**config.mk**
```make
export PLATFORM = sky130hd
export DESIGN_NAME = ram_seq_ctrl
export DESIGN_NICKNAME = d
export VERILOG_FILES = /design/src/rtl/ram_seq_pkg.sv /design/src/rtl/ram_seq_ctrl_btn_debounce.sv /design/src/rtl/ram_seq_ctrl.sv
export SDC_FILE = /design/constraint.sdc
export NUM_CORES = 1
export LEC_CHECK = 0
export CORE_UTILIZATION = 50
export CTS_CLUSTER_DIAMETER = 80
export CTS_CLUSTER_SIZE = 24
export DETAILED_ROUTE_END_ITERATION = 8
export PLACE_DENSITY_LB_ADDON = 0.3
export SLEW_MARGIN = 20
export SYNTH_ARGS = -nofsm -noshare
export SYNTH_HDL_FRONTEND = slang
export SYNTH_SLANG_ARGS = --single-unit
```
**constraint.sdc**
```tcl
create_clock -name clk -period 3.22 [get_ports clk]
set_input_delay 0.644 -clock clk [delete_from_list [all_inputs] [get_ports clk]]
set_output_delay 0.644 -clock clk [all_outputs]
set_load 0.02 [all_outputs]
```
**src/rtl/ram_seq_pkg.sv**
```systemverilog
// Shared types and constants for the RAM command sequencer.
// RAM_SEQ_VERIFY_EN adds the post-fill read-back state.
package ram_seq_pkg;

    localparam int DEF_ADDR_W = 10;
    localparam int DEF_DATA_W = 4;

    localparam logic [1:0] CMD_WR   = 2'b00;
    localparam logic [1:0] CMD_RD   = 2'b01;
    localparam logic [1:0] CMD_FILL = 2'b10;
    localparam logic [1:0] CMD_DUMP = 2'b11;

    typedef enum logic [2:0] {
        ST_IDLE,
        ST_WR,
        ST_RD,
        ST_FILL,
        ST_DUMP_RD,
        ST_DUMP_WAIT,
`ifdef RAM_SEQ_VERIFY_EN
        ST_VERIFY,
`endif
        ST_DONE
    } state_e;

endpackage

```
**src/rtl/ram_seq_ctrl_btn_debounce.sv**
```systemverilog
// Go-button conditioner: 2-FF synchroniser, stability down-counter and
// rising-edge detector on the debounced level.
module btn_debounce #(
    parameter int DEB_CNT = 1_000_000
)(
    input  logic clk,
    input  logic rst_n,
    input  logic btn_raw,
    output logic btn_lvl,
    output logic btn_rise
);
    localparam int CNT_W = (DEB_CNT > 1) ? $clog2(DEB_CNT + 1) : 1;
    localparam logic [CNT_W-1:0] CNT_LOAD = CNT_W'(DEB_CNT - 1);

    logic             sync1;
    logic             sync2;
    logic             lvl_d;
    logic [CNT_W-1:0] cnt;

    // the counter only runs while the synchronised input disagrees with the level
    always_ff @(posedge clk or negedge rst_n) begin
        if (!rst_n) begin
            sync1   <= 1'b0;
            sync2   <= 1'b0;
            lvl_d   <= 1'b0;
            btn_lvl <= 1'b0;
            cnt     <= CNT_LOAD;
        end else begin
            sync1 <= btn_raw;
            sync2 <= sync1;
            lvl_d <= btn_lvl;
            if (sync2 == btn_lvl) begin
                cnt <= CNT_LOAD;
            end else if (cnt == '0) begin
                btn_lvl <= sync2;
                cnt     <= CNT_LOAD;
            end else begin
                cnt <= cnt - 1'b1;
            end
        end
    end

    assign btn_rise = btn_lvl & ~lvl_d;

endmodule

```
**src/rtl/ram_seq_ctrl.sv**
```systemverilog
// Command sequencer for the 1Kx4 RAM: write, read, fill and paced dump.
// Define RAM_SEQ_VERIFY_EN to add read-back verification after a fill.
//
// state        | meaning
// ST_IDLE      | waiting for a debounced go
// ST_WR        | single write cycle
// ST_RD        | single read, capture to display
// ST_FILL      | one write per cycle, addr+i / data+i
// ST_DUMP_RD   | read word i into the display
// ST_DUMP_WAIT | hold word i on the display
// ST_VERIFY    | re-read the filled range and compare (optional)
// ST_DONE      | one-cycle completion pulse
module ram_seq_ctrl
    import ram_seq_pkg::*;
#(
    parameter int ADDR_W     = DEF_ADDR_W,
    parameter int DATA_W     = DEF_DATA_W,
    parameter int DEB_CNT    = 1_000_000,
    parameter int STEP_DELAY = 50_000_000
)(
    input  logic              clk,
    input  logic              rst_n,
    input  logic              btn_go,
    input  logic [1:0]        cmd,
    input  logic [ADDR_W-1:0] addr_in,
    input  logic [DATA_W-1:0] data_in,
    input  logic [ADDR_W-1:0] len_in,
    input  logic [DATA_W-1:0] ram_q,
    output logic [ADDR_W-1:0] ram_addr,
    output logic [DATA_W-1:0] ram_din,
    output logic              ram_wren,
    output logic [DATA_W-1:0] disp_data,
    output logic [ADDR_W-1:0] disp_addr,
    output logic              busy,
    output logic              done,
    output logic              err
);
    localparam int TMR_W = (STEP_DELAY > 2) ? $clog2(STEP_DELAY) : 1;
    localparam logic [TMR_W-1:0] TMR_LOAD = TMR_W'(STEP_DELAY - 2);

    state_e            state;
    state_e            nstate;
    logic              go_lvl;
    logic              go_rise;
    logic              go_acc;
    logic [ADDR_W-1:0] addr_r;
    logic [DATA_W-1:0] data_r;
    logic [ADDR_W-1:0] len_r;
    logic [ADDR_W-1:0] idx;
    logic [TMR_W-1:0]  tmr;
    logic [ADDR_W-1:0] hold_addr;
    logic [DATA_W-1:0] hold_din;
    logic [ADDR_W-1:0] cur_addr;
    logic [DATA_W-1:0] cur_din;
    logic              last_word;

    btn_debounce #(.DEB_CNT(DEB_CNT)) u_deb (
        .clk      (clk),
        .rst_n    (rst_n),
        .btn_raw  (btn_go),
        .btn_lvl  (go_lvl),
        .btn_rise (go_rise)
    );

    assign go_acc    = go_rise & go_lvl & (state == ST_IDLE);
    assign cur_addr  = addr_r + idx;
    assign cur_din   = data_r + idx[DATA_W-1:0];
    assign last_word = (idx == len_r);

    always_ff @(posedge clk or negedge rst_n) begin
        if (!rst_n) begin
            state <= ST_IDLE;
        end else begin
            state <= nstate;
        end
    end

    always_comb begin
        nstate = state;
        case (state)
            ST_IDLE: begin
                if (go_acc) begin
                    case (cmd)
                        CMD_WR:   nstate = ST_WR;
                        CMD_RD:   nstate = ST_RD;
                        CMD_FILL: nstate = ST_FILL;
                        default:  nstate = ST_DUMP_RD;
                    endcase
                end
            end
            ST_WR, ST_RD: nstate = ST_DONE;
            ST_FILL: begin
                if (last_word) begin
`ifdef RAM_SEQ_VERIFY_EN
                    nstate = ST_VERIFY;
`else
                    nstate = ST_DONE;
`endif
                end
            end
            ST_DUMP_RD: nstate = ST_DUMP_WAIT;
            ST_DUMP_WAIT: begin
                if (tmr == '0) begin
                    nstate = last_word ? ST_DONE : ST_DUMP_RD;
                end
            end
`ifdef RAM_SEQ_VERIFY_EN
            ST_VERIFY: begin
                if (last_word) begin
                    nstate = ST_DONE;
                end
            end
`endif
            ST_DONE: nstate = ST_IDLE;
            default: nstate = ST_IDLE;
        endcase
    end

    // outside the driving states the RAM port shows the last value driven
    always_comb begin
        ram_addr = hold_addr;
        ram_din  = hold_din;
        ram_wren = 1'b0;
        busy     = (state != ST_IDLE);
        done     = (state == ST_DONE);
        case (state)
            ST_WR, ST_FILL: begin
                ram_addr = cur_addr;
                ram_din  = cur_din;
                ram_wren = 1'b1;
            end
            ST_RD, ST_DUMP_RD: ram_addr = cur_addr;
`ifdef RAM_SEQ_VERIFY_EN
            ST_VERIFY: ram_addr = cur_addr;
`endif
            default: ;
        endcase
    end

    always_ff @(posedge clk or negedge rst_n) begin
        if (!rst_n) begin
            addr_r    <= '0;
            data_r    <= '0;
            len_r     <= '0;
            idx       <= '0;
            tmr       <= '0;
            hold_addr <= '0;
            hold_din  <= '0;
            disp_data <= '0;
            disp_addr <= '0;
        end else begin
            hold_addr <= ram_addr;
            hold_din  <= ram_din;
            if (go_acc) begin
                addr_r <= addr_in;
                data_r <= data_in;
                len_r  <= len_in;
            end
            case (state)
                ST_IDLE: idx <= '0;
                ST_FILL: idx <= last_word ? '0 : idx + 1'b1;
                ST_DUMP_RD: tmr <= TMR_LOAD;
                ST_DUMP_WAIT: begin
                    if (tmr == '0) begin
                        idx <= idx + 1'b1;
                    end else begin
                        tmr <= tmr - 1'b1;
                    end
                end
`ifdef RAM_SEQ_VERIFY_EN
                ST_VERIFY: idx <= idx + 1'b1;
`endif
                default: ;
            endcase
            if (state == ST_RD || state == ST_DUMP_RD) begin
                disp_data <= ram_q;
                disp_addr <= cur_addr;
            end
        end
    end

`ifdef RAM_SEQ_VERIFY_EN
    logic err_r;

    always_ff @(posedge clk or negedge rst_n) begin
        if (!rst_n) begin
            err_r <= 1'b0;
        end else if (go_acc) begin
            err_r <= 1'b0;
        end else if (state == ST_VERIFY && ram_q != cur_din) begin
            err_r <= 1'b1;
        end
    end

    assign err = err_r;
`else
    assign err = 1'b0;
`endif

endmodule

```
* After elaboration in Yosys (flattened, before gate mapping)
Cells that the tools add are included.
Storage, ports and cells: output and inout port bits 32, flip-flop bits (word level) 115
Operators by class: eq/ne operators 14, reduce and logical (&&, ||, !) cells 15, multiplexer cells 16, bitwise logic cells 5, add/subtract/negate cells 5
Operator list (number):
- 26-bit case mux with 2 select lines | 1
- 20-bit two-way mux | 2
- 10-bit two-way mux | 3
- 10-bit case mux with 3 select lines | 1
- 26-bit zero test | 1
- 26-bit two-way mux | 1
- 26-bit by 1-bit subtractor with 26-bit output, second input constant | 1
- 20-bit zero test | 1
- 20-bit by 1-bit subtractor with 20-bit output, second input constant | 1
- 3-bit case mux with 5 select lines | 1
- 10-bit by 1-bit adder with 10-bit output, second input constant | 1
- 10-bit adder | 1
- 10-bit == test | 1
- 3-bit == test, second input constant | 3
- 3-bit two-way mux | 3
- 3-bit case mux with 3 select lines | 1
- 2-bit inequality test, second input constant | 4
- 3-bit by 2-bit == test with 1-bit output, second input constant | 2
- 2-bit AND reduction | 3
- 3-bit nonzero test | 2
- 4-bit adder | 1
- 4-bit two-way mux | 1
- 2-bit OR reduction | 2
- 4-bit OR reduction | 1
- 13 further kinds | 16

* Logic depth before layout (Yosys ltp)
Gate-level depths: netlist of run 1.
depth in word-level cells 6, gate-level depth with buffers 9, depth with buffers taken out 9

* Cells and area by module
From an unflattened synthesis of run 1, not the netlist that was laid out.
Unflattened totals: cell total of the unflattened synthesis 580, area, all modules 5899.4 sq um
By module, submodules not included:
- ram_seq_ctrl | times used 1, area an instance 4753.3 sq um, cells each 473
- btn_debounce | times used 1, area an instance 1146.1 sq um, cells each 107

* Worst setup path after synthesis of run 1
No wires, ideal clock.
kind reg-to-output, start register idx[1], end output ram_addr[9], stages on the path, launching flop included 8, slack 0.623 ns, path buffers 0, arrival time 1.953 ns, cells stage by stage dfrtp_1 ha_1 a211o_1 a21oi_1 o221ai_1 a21oi_1 xnor2_1 a21oi_1
Between the ends: word-level cells in the longest chain between the ends 2
RTL lines:
- start: declaration | RTL line ram_seq_ctrl.sv:49 | logic [ADDR_W-1:0] idx;
- start signal: assignment | RTL line ram_seq_ctrl.sv:161 | ST_FILL: idx <= last_word ? '0 : idx + 1'b1;
- start signal: assignment | RTL line ram_seq_ctrl.sv:165 | idx <= idx + 1'b1;
- 10-bit adder | RTL line ram_seq_ctrl.sv:66 | assign cur_addr = addr_r + idx;
- 10-bit two-way mux | RTL line ram_seq_ctrl.sv:126 | case (state)
- end: declaration | RTL line ram_seq_ctrl.sv:29 | output logic [ADDR_W-1:0] ram_addr,
No other way between the ends.

* Final worst setup path of run 1
start register addr_r[0], end output ram_addr[8]
Between the ends: word-level cells in the longest chain between the ends 2
RTL lines:
- start: declaration | RTL line ram_seq_ctrl.sv:46 | logic [ADDR_W-1:0] addr_r;
- start signal: assignment | RTL line ram_seq_ctrl.sv:155 | addr_r <= addr_in;
- 10-bit adder | RTL line ram_seq_ctrl.sv:66
- 10-bit two-way mux | RTL line ram_seq_ctrl.sv:126
No other way between the ends.

==> results of run 1 <==
logic make-up (layout without fill, tap and decap cells):
kind of cell    count (synthesis)  after routing  synth area share [%]
simple gates                  218            218                  19.0
fa+ha+maj                      21             21                  4.84
compound gates                 62             62                  6.54
buf+inv                        36            131                  2.59
mux                            37             37                  7.26
xor+xnor                       61             61                  9.30
other cells                     1              1                0.0653
flops                         115            115                  50.4
routing by layer:
metal	track usage, %	vias to the layer above
li1	-	2073
met1	28.5	2105
met2	35.3	110
met3	6.81	11
met4	7.63	0
met5	0	-
cell type report:
class	instances	share of cell area, %
tap	140	2.45
multi-input combinational	400	38.1
timing repair buffer	81	10.5
sequential	115	40.5
clock inverter	6	0.771
inverter	19	0.999
clock buffer	25	6.66
flip-flops by register name (all words and copies together) (netlist names):
| name | flops |
|---|---|
| data_r | 4 |
| u_deb.cnt | 20 |
| idx | 10 |
| disp_addr | 10 |
| u_deb.btn_lvl | 1 |
| hold_din | 4 |
| addr_r | 10 |
| u_deb.lvl_d | 1 |
| u_deb.sync2 | 1 |
| len_r | 10 |
| tmr | 26 |
| hold_addr | 10 |
| u_deb.sync1 | 1 |
| disp_data | 4 |
| state | 3 |
cell usage after synthesis (4+ instances only):
cell,count
sky130_fd_sc_hd__dfrtp_1,103
sky130_fd_sc_hd__nand2_1,75
sky130_fd_sc_hd__nor2_1,41
sky130_fd_sc_hd__mux2_2,37
sky130_fd_sc_hd__xnor2_1,37
sky130_fd_sc_hd__o21ai_0,25
sky130_fd_sc_hd__xor2_1,24
sky130_fd_sc_hd__nor3_1,20
sky130_fd_sc_hd__ha_1,19
sky130_fd_sc_hd__inv_1,18
sky130_fd_sc_hd__a21oi_1,16
sky130_fd_sc_hd__nand3_1,15
sky130_fd_sc_hd__clkbuf_1,13
sky130_fd_sc_hd__dfstp_2,12
sky130_fd_sc_hd__nor4_1,11
sky130_fd_sc_hd__nand4_1,10
sky130_fd_sc_hd__or3_1,7
sky130_fd_sc_hd__nor2b_1,6
sky130_fd_sc_hd__or4_1,5
sky130_fd_sc_hd__a21o_1,4
sky130_fd_sc_hd__nor3_2,4
placed cells by master (no fill, tap or decap), drive strengths merged, types with 4 or more instances in the layout:
| cell | n |
|---|---|
| inv | 18 |
| nor3 | 24 |
| clkinv | 6 |
| dfstp | 12 |
| dfrtp | 103 |
| ha | 19 |
| or4 | 8 |
| clkdlybuf4s50 | 52 |
| nor2 | 44 |
| nand3 | 15 |
| nor2b | 6 |
| nand2 | 75 |
| xnor2 | 37 |
| nor4 | 12 |
| mux2 | 37 |
| nand4 | 10 |
| buf | 21 |
| a21o | 4 |
| or3 | 10 |
| o21ai | 25 |
| a21oi | 16 |
| clkbuf | 29 |
| xor2 | 24 |
final timing paths:
| check | startpoint | to | slack [ns] |
|---|---|---|---|
| setup / recovery | addr_r[0] | ram_addr[8] | 0.07 |
| hold / removal | rst_n | disp_data[2] | 0.25 |
| setup reg to reg | tmr[6] | tmr[19] | 0.73 |
| hold reg to reg | u_deb.sync1 | u_deb.sync2 | 0.35 |
| max in group asynchronous | rst_n | data_r[3] | 2.21 |
| min in group clk | u_deb.sync1 | u_deb.sync2 | 0.35 |
power by group:
group / switching [mW] / internal (mW)
Combinational: 0.0662 / 0.0673
Clock: 0.599 / 1.09
Sequential: 0.0146 / 1.47
Total: 0.680 / 2.62
worst max-delay path, stage by stage (launching register included):
cell                      delay [ns]
sky130_fd_sc_hd__dfrtp_1        0.36
sky130_fd_sc_hd__ha_2           0.20
sky130_fd_sc_hd__inv_1          0.06
sky130_fd_sc_hd__fa_2           0.35
sky130_fd_sc_hd__nor2b_1        0.14
sky130_fd_sc_hd__o21ai_1        0.11
sky130_fd_sc_hd__a21oi_1        0.20
sky130_fd_sc_hd__nor3_1         0.08
sky130_fd_sc_hd__xnor2_1        0.15
sky130_fd_sc_hd__mux2_2         0.28
sky130_fd_sc_hd__buf_2          0.16
timing repair:
action	CTS	global route
resized for setup	16	14
endpoints found under the setup margin	11	12
buffers inserted	0	0
pin swaps	1	2
per-stage QoR:
stage               setup slack [ns]  utilization [%]  TNS, ns
global route                 -0.0117             64.7  -0.0118
detailed placement            0.0473             60.0        0
floorplan                      0.623                -        0
finish                        0.0688             64.7        0
CTS                          0.00149             64.7        0
global placement               0.130             60.0        0
==> qor.log, run 1 <==
[global_route] initial antenna violation count 0
[synth] Avg Synthesized Cell Area 10.4 sq um
[flow_run] MaxCap Viol Count 0
[synth] number of storage elements in the synthesis netlist 115
[routing] via density per instance 5.47
[synth] number of enable-type register cells in the synthesized netlist 0
[place] count of placed standard cells including taps 755
[pwr] worst-case vdd ir drop 0.427 mV
[setup_path] CP startpoint kind register
[sta] Min Hold Slack 0.250 ns
[die] effective utilization at floorplan 52.1%
[setup_path] startpoint-to-endpoint class of the critical path reg -> out
[synth] sequential fraction of the synthesis area 50.4%
[global_route] vias in the first global route 4174
[routing] post-route antenna net violation count 0
[synth] most area-hungry cell type in the Yosys netlist sky130_fd_sc_hd__dfrtp_1
[finish] fraction of final layout cells sized beyond drive strength 1 18.3%
[clock_network] clock tree from TritonCTS yes
[clock_network] Post-CTS Hold Fix Bufs 0
[sta] period utilization 97.9%
[routing] highest routed layer met4
[place] routability cong. 0.875
[routing] number of DRC markers after the initial detailed-route iteration 228
[synth] net count after synthesis 605
[sta] pins over their slew limit 0
[pwr] Total Power 3.30 mW
[finish] Sequential Area 0.00289 sq mm
[clock_network] total number of clock tree sinks 115
[die] number of cell rows 38
[synth] Most used DFF post-synth sky130_fd_sc_hd__dfrtp_1
[synth] count of synthesis-stage warnings from yosys 0
[die] die span in y 109 um
[synth] area of the mapped netlist 0.00574 sq mm
[synth] cell types with the largest area share after synthesis sky130_fd_sc_hd__dfrtp_1 (45%), sky130_fd_sc_hd__mux2_2 (7.3%), sky130_fd_sc_hd__xnor2_1 (5.6%), sky130_fd_sc_hd__dfstp_2 (5.5%), sky130_fd_sc_hd__nand2_1 (4.9%)
[min_path] classification of the worst-slack hold path in -> async
[clock_network] htree depth 4
[sta] final clock skew 0.0103 ns
[finish] total area of multi-input combinational cells 0.00272 sq mm
[sta] time the final worst path needs with I/O delays and setup 3.15 ns
[routing] average wire per standard cell 15.1 um
[sta] Hold Violations, Final 0
[finish] layout overhead on the synthesized area 24.3%
[synth] share of flip-flops with an asynchronous set or reset after synthesis 100%
[finish] Final Instance Count excl. Fillers 786
[routing] Detailed Routing Iterations Pass 1 5
[routing] Detailed Route WL 11.9 mm
[routing] routed vias 4299
[setup_path] arrival time of the worst setup path 2.51 ns
[die] Placeable Area 0.0110 sq mm
[finish] number of filler cells placed in the layout 860
[routing] Residual DRC 0
[setup_path] biggest fanout along the worst timing path 3
[place] sum of net half-perimeters after detailed placement 8.40 mm
[setup_path] Req. time, crit path 2.58 ns
[synth] post-synth top area share 44.9%
[sta] Final Setup Violations 0
[finish] final std cell area, no fill 0.00714 sq mm
[global_route] maximum number of pins on one net before global-route repair 48
[finish] Ant. Diodes 0
[sta] FMAX 317 MHz
[pwr] leakage 3.36 nW
[global_route] first-pass GRT wire length 19.7 mm
[clock_network] cell at the root of the clock tree sky130_fd_sc_hd__clkbuf_16
[synth] synth unique cells 52
[setup_path] cell depth of the worst flop-to-flop path 7
[routing] Met1 Routed Length 5.33 mm
[routing] amount of wire on met3 after detailed routing 531 um
[finish] post-layout net count 688
[clock_network] worst-skew pair later-pin latency 0.42 ns
[clock_network] clock-pin slew on the worst setup and hold paths 0.05 ns
[sta] actual slew at the worst max-slew pin 0.818 ns
[sta] worst rel slew slack 45.5%
[die] total die area 0.0119 sq mm
[place] number of input and output port buffers inserted 63
[setup_path] CP Capture Type output port
[global_route] overall track demand over capacity in global routing 22.1%
[clock_network] number of buffers inserted during clock tree synthesis 17
[clock_network] deepest clock path buffer count 2
[status] outcome complete, no violations
[pwr] P per Cell Area 463 mW/mm^2
[die] die span in x 109 um
[global_route] GRT Residual Overflow 0
[place] Post-Place Cell Area 0.00662 sq mm
[die] number of top-level pins 65
[synth] cell count after synthesis 551
[routing] routed wl met2 5.90 mm
Power figures use the tool's default switching activity.
==> run 2: changes to the inputs <==
- HOLD_SLACK_MARGIN: not set -> 0.1
==> results of run 2 <==
Final layout, timing and power as in run 1 (identical DEF).
